**src/rtl/regfile_wb_arbiter_pkg.sv**
```systemverilog
// Shared definitions for the register-file writeback arbiter.
//  XLEN       : register data width
//  NREG       : number of architectural registers
//  REG_ADDR_W : register index width
//  REG_X0     : index of the hardwired-zero register
//  wb_req_t   : one writeback request {valid, rd, data}
package regfile_wb_arbiter_pkg;

    localparam int XLEN       = 64;
    localparam int NREG       = 32;
    localparam int REG_ADDR_W = $clog2(NREG);

    localparam logic [REG_ADDR_W-1:0] REG_X0 = 5'd0;

    typedef struct packed {
        logic                  valid;
        logic [REG_ADDR_W-1:0] rd;
        logic [XLEN-1:0]       data;
    } wb_req_t;

endpackage

```
**src/rtl/regfile_scoreboard.sv**
```systemverilog
// Busy-bit scoreboard for writebacks owned by the long-latency unit.
//  clk, reset : clock, synchronous active-high reset
//  set_en     : an op targeting set_idx was issued this cycle
//  set_idx    : destination register of the issued op
//  clr_en     : a writeback for clr_idx completed this cycle
//  clr_idx    : destination register of the completed writeback
//  busy       : bit r = 1 while register r has an outstanding write
// A set and a clear of the same register in one cycle leave the bit set,
// because the set belongs to the newer op. Bit 0 never becomes busy.
module regfile_scoreboard
    import regfile_wb_arbiter_pkg::*;
(
    input  logic                  clk,
    input  logic                  reset,
    input  logic                  set_en,
    input  logic [REG_ADDR_W-1:0] set_idx,
    input  logic                  clr_en,
    input  logic [REG_ADDR_W-1:0] clr_idx,
    output logic [NREG-1:0]       busy
);

    logic [NREG-1:0] busy_r;
    logic [NREG-1:0] busy_next_s;

    // Next-state: clear first, then set, so a same-cycle set overrides the clear.
    always_comb begin
        busy_next_s = busy_r;
        if (clr_en) begin
            busy_next_s[clr_idx] = 1'b0;
        end else begin
            busy_next_s = busy_r;
        end
        if (set_en && (set_idx != REG_X0)) begin
            busy_next_s[set_idx] = 1'b1;
        end else begin
            busy_next_s[REG_X0] = 1'b0;
        end
        busy_next_s[REG_X0] = 1'b0;
    end

    // Busy vector register.
    always_ff @(posedge clk) begin
        if (reset) begin
            busy_r <= {NREG{1'b0}};
        end else begin
            busy_r <= busy_next_s;
        end
    end

    assign busy = busy_r;

endmodule

```
**src/rtl/regfile_wb_arbiter.sv**
```systemverilog
// Shares the register file's single write port between two writeback sources.
//  A (a_*) : in-order pipeline writeback, normally has priority
//  B (b_*) : long-latency unit writeback, wins after STARVE_LIMIT lost cycles
//  b_issue_valid/b_issue_rd : op destined for B issued, marks rd busy
//  RegWrite/RD/WriteData    : registered register-file write port
//  busy_mask                : registers with an outstanding B write
// Writes to x0 are accepted but never reach the write port.
module regfile_wb_arbiter
    import regfile_wb_arbiter_pkg::*;
#(
    parameter int STARVE_LIMIT = 4
) (
    input  logic                  clk,
    input  logic                  reset,
    input  logic                  a_valid,
    input  logic [REG_ADDR_W-1:0] a_rd,
    input  logic [XLEN-1:0]       a_data,
    output logic                  a_ready,
    input  logic                  b_valid,
    input  logic [REG_ADDR_W-1:0] b_rd,
    input  logic [XLEN-1:0]       b_data,
    output logic                  b_ready,
    input  logic                  b_issue_valid,
    input  logic [REG_ADDR_W-1:0] b_issue_rd,
    output logic                  RegWrite,
    output logic [REG_ADDR_W-1:0] RD,
    output logic [XLEN-1:0]       WriteData,
    output logic [NREG-1:0]       busy_mask
);

    localparam int CNT_W = $clog2(STARVE_LIMIT + 1);

    logic [CNT_W-1:0] starve_cnt_r;
    logic             starve_sat_s;
    logic             grant_a_s;
    logic             grant_b_s;
    logic             hs_s;
    wb_req_t          a_req_s;
    wb_req_t          b_req_s;
    wb_req_t          sel_req_s;

    assign a_req_s = '{valid: a_valid, rd: a_rd, data: a_data};
    assign b_req_s = '{valid: b_valid, rd: b_rd, data: b_data};

    // B wins when A is idle or B has already lost STARVE_LIMIT times in a row.
    assign starve_sat_s = (starve_cnt_r == CNT_W'(STARVE_LIMIT));
    assign grant_b_s    = b_valid & (~a_valid | starve_sat_s);
    assign grant_a_s    = a_valid & ~grant_b_s;

    assign a_ready = grant_a_s & ~reset;
    assign b_ready = grant_b_s & ~reset;

    // Grants are exclusive, so the granted request alone drives the write port.
    always_comb begin
        sel_req_s = a_req_s;
        if (grant_b_s) begin
            sel_req_s = b_req_s;
        end else begin
            sel_req_s = a_req_s;
        end
    end

    assign hs_s = sel_req_s.valid & (a_ready | b_ready);

    // Consecutive cycles B has been waiting while A was granted.
    always_ff @(posedge clk) begin
        if (reset) begin
            starve_cnt_r <= {CNT_W{1'b0}};
        end else if (grant_b_s || !b_valid) begin
            starve_cnt_r <= {CNT_W{1'b0}};
        end else if (grant_a_s && !starve_sat_s) begin
            starve_cnt_r <= starve_cnt_r + CNT_W'(1'b1);
        end else begin
            starve_cnt_r <= starve_cnt_r;
        end
    end

    // Registered write port; RD/WriteData hold when no write is issued.
    always_ff @(posedge clk) begin
        if (reset) begin
            RegWrite  <= 1'b0;
            RD        <= {REG_ADDR_W{1'b0}};
            WriteData <= {XLEN{1'b0}};
        end else if (hs_s && (sel_req_s.rd != REG_X0)) begin
            RegWrite  <= 1'b1;
            RD        <= sel_req_s.rd;
            WriteData <= sel_req_s.data;
        end else begin
            RegWrite  <= 1'b0;
        end
    end

    regfile_scoreboard u_scoreboard (
        .clk     (clk),
        .reset   (reset),
        .set_en  (b_issue_valid),
        .set_idx (b_issue_rd),
        .clr_en  (b_ready),
        .clr_idx (b_rd),
        .busy    (busy_mask)
    );

endmodule

```
**config.mk**
```make
export PLATFORM = sky130hd
export DESIGN_NAME = regfile_wb_arbiter
export DESIGN_NICKNAME = d
export VERILOG_FILES = /design/src/rtl/regfile_wb_arbiter_pkg.sv /design/src/rtl/regfile_scoreboard.sv /design/src/rtl/regfile_wb_arbiter.sv
export SDC_FILE = /design/constraint.sdc
export NUM_CORES = 1
export LEC_CHECK = 0
export ABC_AREA = 1
export CAP_MARGIN = 20
export CORE_MARGIN = 2
export CORE_UTILIZATION = 42
export CTS_BUF_LIST = sky130_fd_sc_hd__clkbuf_4
export DETAILED_ROUTE_END_ITERATION = 8
export PLACE_DENSITY_LB_ADDON = 0.3
export SETUP_SLACK_MARGIN = 0.5
export SYNTH_ARGS = -nofsm -noshare
export SYNTH_HDL_FRONTEND = slang
export SYNTH_SLANG_ARGS = --single-unit
```
**constraint.sdc**
```tcl
create_clock -name clk -period 1.9 [get_ports clk]
set_input_delay 0.38 -clock clk [delete_from_list [all_inputs] [get_ports clk]]
set_output_delay 0.38 -clock clk [all_outputs]
set_load 0.02 [all_outputs]
```
Word level (Yosys, flattened, before mapping)
Cells that the tools add are included.
W data, S select, Z words.
{"block": "classes", "order_cmp": 4, "n_div": 0, "add_sub_neg": 1, "reduce_logical": 11, "multipliers": 0, "shift": 0, "n_bitwise": 13, "n_eq_ne": 1, "mux": 8}
{"cell": "$mux W70", "n": 1}
{"cell": "$and A32 B32 Y32", "n": 1}
{"cell": "$mux W32", "n": 1}
{"cell": "$not A32 Y32", "n": 1}
{"cell": "$or A32 B32 Y32", "n": 1}
{"cell": "$mux W31", "n": 1}
{"cell": "$lt A5 B6 Y1 const B", "n": 2}
{"cell": "$demux W1 S5", "n": 2}
{"cell": "$ge A5 B1 Y1 const B", "n": 2}
{"cell": "$reduce_bool A5 Y1", "n": 2}
{"cell": "$and A1 B1 Y1", "n": 5}
{"cell": "$logic_and A1 B1 Y1", "n": 5}
{"cell": "$add A3 B1 Y3 const B", "n": 1}
{"cell": "$eq A3 B3 Y1 const B", "n": 1}
{"cell": "$mux W1", "n": 3}
{"cell": "$not A1 Y1", "n": 3}
{"cell": "$logic_not A1 Y1", "n": 2}
{"cell": "$or A1 B1 Y1", "n": 2}
{"cell": "$reduce_or A2 Y1", "n": 1}
{"cell": "$logic_or A1 B1 Y1", "n": 1}
{"block": "totals", "regBits": 105, "out_inout_bits": 104, "n_memories": 0, "mem_bits_ro": 0, "input_bits": 148, "mem_bits_rw": 0, "word_cells": 44, "latch_bits": 0}

Longest topological paths before layout
{"block": "depth", "ltp_word": 10, "depth_mapped": 15, "ltp_nobuf": 13}

Hierarchy
A second synthesis with hierarchy kept.
{"block": "unflattened", "hier_cells": 907, "hier_area_um2": 5596.6}
{"mod": "regfile_wb_arbiter", "cells_each": 705, "n_inst": 1, "area_per_inst_um2": 4165.2, "seq_area_each_um2": 1461.4}
{"mod": "regfile_scoreboard", "cells_each": 202, "n_inst": 1, "area_per_inst_um2": 1431.4, "seq_area_each_um2": 620.6}

Worst setup path after synthesis
Ideal clock, no wire load.
{"block": "synth_path", "kind": "register to register", "from": "reg starve_cnt_r[0]", "to": "reg u_scoreboard.busy_r[11] (netlist: u_scoreboard.busy[11])", "t_required_ns": 1.768, "arrival_time_ns": 1.732, "path_buffers": 1, "path_stages_with_launch": 11, "synth_period_minus_slack_ns": 1.864, "slack_ns": 0.036, "path_cell_list": "dfxtp_1 -> inv_1 -> ha_1 -> nand2_2 -> nand2_4 -> nand2_4 -> buf_2 -> nor2_1 -> nand3_1 -> o21ai_0 -> a21oi_1"}
{"block": "synth_via", "elab_chain_cells": 7}
{"item": "start, declared", "line": "regfile_wb_arbiter.sv:33", "source": "logic [CNT_W-1:0] starve_cnt_r;"}
{"item": "start signal, assigned", "line": "regfile_wb_arbiter.sv:68", "source": "starve_cnt_r <= {CNT_W{1'b0}};"}
{"item": "start signal, assigned", "line": "regfile_wb_arbiter.sv:70", "source": "starve_cnt_r <= {CNT_W{1'b0}};"}
{"item": "start signal, assigned", "line": "regfile_wb_arbiter.sv:72", "source": "starve_cnt_r <= starve_cnt_r + CNT_W'(1'b1);"}
{"item": "$eq A3 B3 Y1 *", "line": "regfile_wb_arbiter.sv:46", "source": "assign starve_sat_s = (starve_cnt_r == CNT_W'(STARVE_LIMIT));"}
{"item": "$or A1 B1 Y1 *", "line": "regfile_wb_arbiter.sv:47", "source": "assign grant_b_s = b_valid & (~a_valid | starve_sat_s);"}
{"item": "$and A1 B1 Y1 *", "line": "regfile_wb_arbiter.sv:47"}
{"item": "$and A1 B1 Y1 *", "line": "regfile_wb_arbiter.sv:51", "source": "assign b_ready = grant_b_s & ~reset;"}
{"item": "named net b_ready", "line": "regfile_wb_arbiter.sv:22", "source": "output logic b_ready,"}
{"item": "$mux W32 *", "line": "regfile_scoreboard.sv:28", "source": "if (clr_en) begin"}
{"item": "$or A32 B32 Y32 (no source line)"}
{"item": "$mux W31 *", "line": "regfile_scoreboard.sv:33", "source": "if (set_en && (set_idx != REG_X0)) begin"}
{"item": "end signal, assigned", "line": "regfile_scoreboard.sv:44", "source": "busy_r <= {NREG{1'b0}};"}
{"item": "end signal, assigned", "line": "regfile_scoreboard.sv:46", "source": "busy_r <= busy_next_s;"}
{"item": "end, declared", "line": "regfile_scoreboard.sv:22", "source": "logic [NREG-1:0] busy_r;"}
The timed path passes the listed nets; every way through them passes the cells marked *.
A chain may end at the register's enable or synchronous reset.

Worst setup path in the final report
{"block": "layout_path", "from": "reg starve_cnt_r[0]", "to": "reg WriteData[52]"}
{"block": "layout_via", "elab_chain_cells": 9, "word_cells_on_any_way": 12, "classes_between": "1 x eq/ne; 1 x mux; 8 x bitwise; 2 x reduce/logical"}
{"item": "$eq A3 B3 Y1 *", "line": "regfile_wb_arbiter.sv:46"}
{"item": "$or A1 B1 Y1 *", "line": "regfile_wb_arbiter.sv:47"}
{"item": "$and A1 B1 Y1 *", "line": "regfile_wb_arbiter.sv:47"}
{"item": "$not A1 Y1", "line": "regfile_wb_arbiter.sv:48", "source": "assign grant_a_s = a_valid & ~grant_b_s;"}
{"item": "$and A1 B1 Y1", "line": "regfile_wb_arbiter.sv:48"}
{"item": "$and A1 B1 Y1", "line": "regfile_wb_arbiter.sv:50", "source": "assign a_ready = grant_a_s & ~reset;"}
{"item": "$or A1 B1 Y1", "line": "regfile_wb_arbiter.sv:63", "source": "assign hs_s = sel_req_s.valid & (a_ready | b_ready);"}
{"item": "$and A1 B1 Y1", "line": "regfile_wb_arbiter.sv:63"}
{"item": "$logic_and A1 B1 Y1", "line": "regfile_wb_arbiter.sv:84", "source": "end else if (hs_s && (sel_req_s.rd != REG_X0)) begin"}
{"item": "end signal, assigned", "line": "regfile_wb_arbiter.sv:83", "source": "WriteData <= {XLEN{1'b0}};"}
{"item": "end signal, assigned", "line": "regfile_wb_arbiter.sv:87", "source": "WriteData <= sel_req_s.data;"}
{"item": "end, declared", "line": "regfile_wb_arbiter.sv:27", "source": "output logic [XLEN-1:0] WriteData,"}
Every way passes the cells marked *; elsewhere a longest branch is shown, timed or not.

==> impl_metrics.toml <==
[outcome]
status = "finished with violations"
failed_checks = "setup timing"

[yosys]
ys_types = 21
muxShareOfSynthArea_pct = 0
avgSynthCellArea_um2 = 6.53
synth_compound_area_share_pct = 6.23
synthAdderAreaFrac_pct = 0.479
synth_top_family_by_area = "simple AND/OR/NAND/NOR gates"
synth_fp_nets = 949
synth_xor_area_share_pct = 0.168
ys_ff_latch = 104
seq_area_frac_synth_pct = 39.9
netlist_instances = 799
syn_area_mm2 = 0.00522
yosysWarnings = 0
synthSimpleGateAreaFrac_pct = 46.4

[setup_path]
critPathLaunchType = "flip-flop"
reg2reg_depth = 15
end_kind = "flip-flop"
crit_start = "starve_cnt_r[0]$_SDFFE_PP0P_"
worst-endpoint-arrival_ns = 2.35
crit_path_max_fanout = 14
regToRegSetupSlack_ns = -0.06
crit_required_ns = 2.29
critPathKind = "reg2reg"
r2r-start = "starve_cnt_r[0]$_SDFFE_PP0P_"

[die]
io_pins = 252
die_w_um = 115
coreArea_mm2 = 0.0121
die_y_um = 115
placementRows = 40
start_util_pct = 43.3
die-area_mm2 = 0.0133

[detailed_routing]
dr_total_vias = 6035
vias_per_cell = 4.83
drc = 0
drt-initial-drc-count = 355
dr.pass1.iters = 5
post_drt_wl_per_cell_um = 14.4
ant_nets = 0
routed_wl_mm = 18.0

[pwr]
power_w = 0.00522
ir_worst_vdd_mv = 0.348
powerDensity_mw_per_mm2 = 613
p_leak_nw = 4.01

[worst_hold_path]
hp-start = "RD[3]$_SDFFE_PP0P_"
hp-class = "reg2reg"
min_path_cells = 2

[sta]
fin_skew_ns = 0.0158
finalHoldViolations = 0
slew_violations = 0
worst_slack_ns = -0.0583
fin_crit_sh_pct = 103
rsz0062_at_grt = "yes"
setup_violations = 45
fmax_ghz = 0.511
min_period_ns = 1.96

[clock_tree]
numCtsBuffers = 9
clkSlewWorstSetupHoldPaths_ns = 0.16
clkLatencyLatePin_ns = 0.44
cts.sinks = 104
htree_levels = 3
cts_buffer_depth = 2
cts_root_buf = "clkbuf_4"
tritoncts = "built"

[placed_design]
io_buffers = 250
routabilityCongestion = 0.857
detailedPlace.worstSlack_ns = -0.325
dp.final_hpwl_mm = 12.2

[global_route]
grt_first_pass_wirelength_mm = 25.4
grt_pass1_vias = 5254
grt_max_degree = 45
grt_use_total_pct = 23.9
grt_antenna_before_repair = 0
gr-total-overflow = 0

[layout]
fill_cells = 1053
final_layout_size_suffix_gt1_share_pct = 29.3
multi_input_comb_area_mm2 = 0.00302
nNetsFinal = 1226
diodes = 0
seq_area_mm2 = 0.00217
syn2layout_area_growth_pct = 63.0

[run]
cap_violations = 0
[state kept, by name (all words and copies together), names as in the netlist]
name and flops:
RegWrite 1, starve_cnt_r 3, RD 5, u_scoreboard.busy 31
WriteData 64
[path summary, 6_finish.rpt]
kind / to
hold / removal: RD[3]$_SDFFE_PP0P_
hold reg to reg: RD[3]$_SDFFE_PP0P_
setup / recovery: WriteData[52]$_SDFFE_PP0P_
setup reg to reg: WriteData[52]$_SDFFE_PP0P_
[routing by layer]
metal | track usage (%) | part of all wire (%)
met1 | 28.8 | 41
met3 | 6.69 | 8.9
met2 | 41.2 | 49
met4 | 7.79 | 1.3
met5 | 0 | 0
[cell type report]
type,count,area share [%]
multi-input combinational,626,35.4
timing repair buffer,314,34.0
sequential,104,25.5
tap,168,2.47
inverter,21,0.985
clock inverter,7,0.838
clock buffer,9,0.794
[synthesized netlist by cell type, drive strengths merged]
cell type	count	area share, %
dfxtp	104	40
inv	21	1.5
o21ai	33	3.2
nand4	3	0.36
clkbuf	18	1.3
buf	30	4.0
xnor2	1	0.17
nor3	4	0.38
nand3	22	2.1
nand2	320	23
conb	1	0.072
a21oi	32	3.1
ha	2	0.48
nor2	144	11
nand3b	64	9.2
[metrics by stage]
stage | hold slack (ns) | util, % | cells | setup TNS [ns] | instance area [um^2]
after floorplan | 0.406 | - | 799 | 0 | 5330
final | 0.463 | 70.6 | 1249 | -1.02 | 8510
after global routing | 0.478 | 70.6 | 1249 | -7.88 | 8510
after detailed placement | 0.423 | 67.7 | 1211 | -18.48 | 8160
after global placement | 0.416 | 67.7 | 1211 | -15.37 | 8160
after CTS | 0.468 | 68.8 | 1234 | 0 | 8300
[repair_timing]
action	4_1_cts	5_1_grt
hold buffers	0	0
buffers inserted	5	10
cloned	2	5
endpoints found under the setup margin	204	203
pin swaps	10	17
resized for setup	156	374
[kinds of logic after synthesis]
logic type      Yosys count
simple gates            557
xor+xnor                  1
fa+ha+maj                 2
other cells               1
buf+inv                  69
flops                   104
compound gates           65
[power breakdown]
group	switching [W]	internal, W	leakage (nW)
Clock	0.000753	0.000402	0.0700
Sequential	0.0000834	0.00236	0.884
Combinational	0.000838	0.000785	3.06
Total	0.00167	0.00354	4.01
[cell usage in the layout (no fill, tap or decap), types with 2 or more instances in the layout]
cell type        instances
a21oi_1                 32
buf_12                   8
buf_16                   2
buf_2                   23
buf_4                  100
buf_6                   13
clkbuf_16                4
clkbuf_2                15
clkbuf_4                10
clkdlybuf4s50_1        147
clkinvlp_4               2
dfxtp_1                 36
dfxtp_2                 68
inv_1                   17
inv_2                    3
inv_6                    2
nand2_1                309
nand2_2                  6
nand2_4                  4
nand3_1                 17
nand3_2                  3
nand3_4                  2
nand3b_1                64
nand4_1                  3
nor2_1                 128
nor2_2                  13
nor2_4                   3
nor3_1                   4
o21ai_0                  2
o21ai_2                 30
[worst max-delay path: stages, from the launching register on]
cell and delay [ns]:
dfxtp_2 0.36, inv_2 0.06, ha_4 0.13, nand2_4 0.06, nand2_4 0.09, nand2_8 0.08
buf_6 0.14, nand2_2 0.07, nand2_2 0.08, nor2_2 0.14, nand3_2 0.11, buf_8 0.17
clkbuf_16 0.18, nand3b_1 0.09, nand2_1 0.06, nor2_1 0.09
Note: power is estimated with default switching activity, not from simulation.
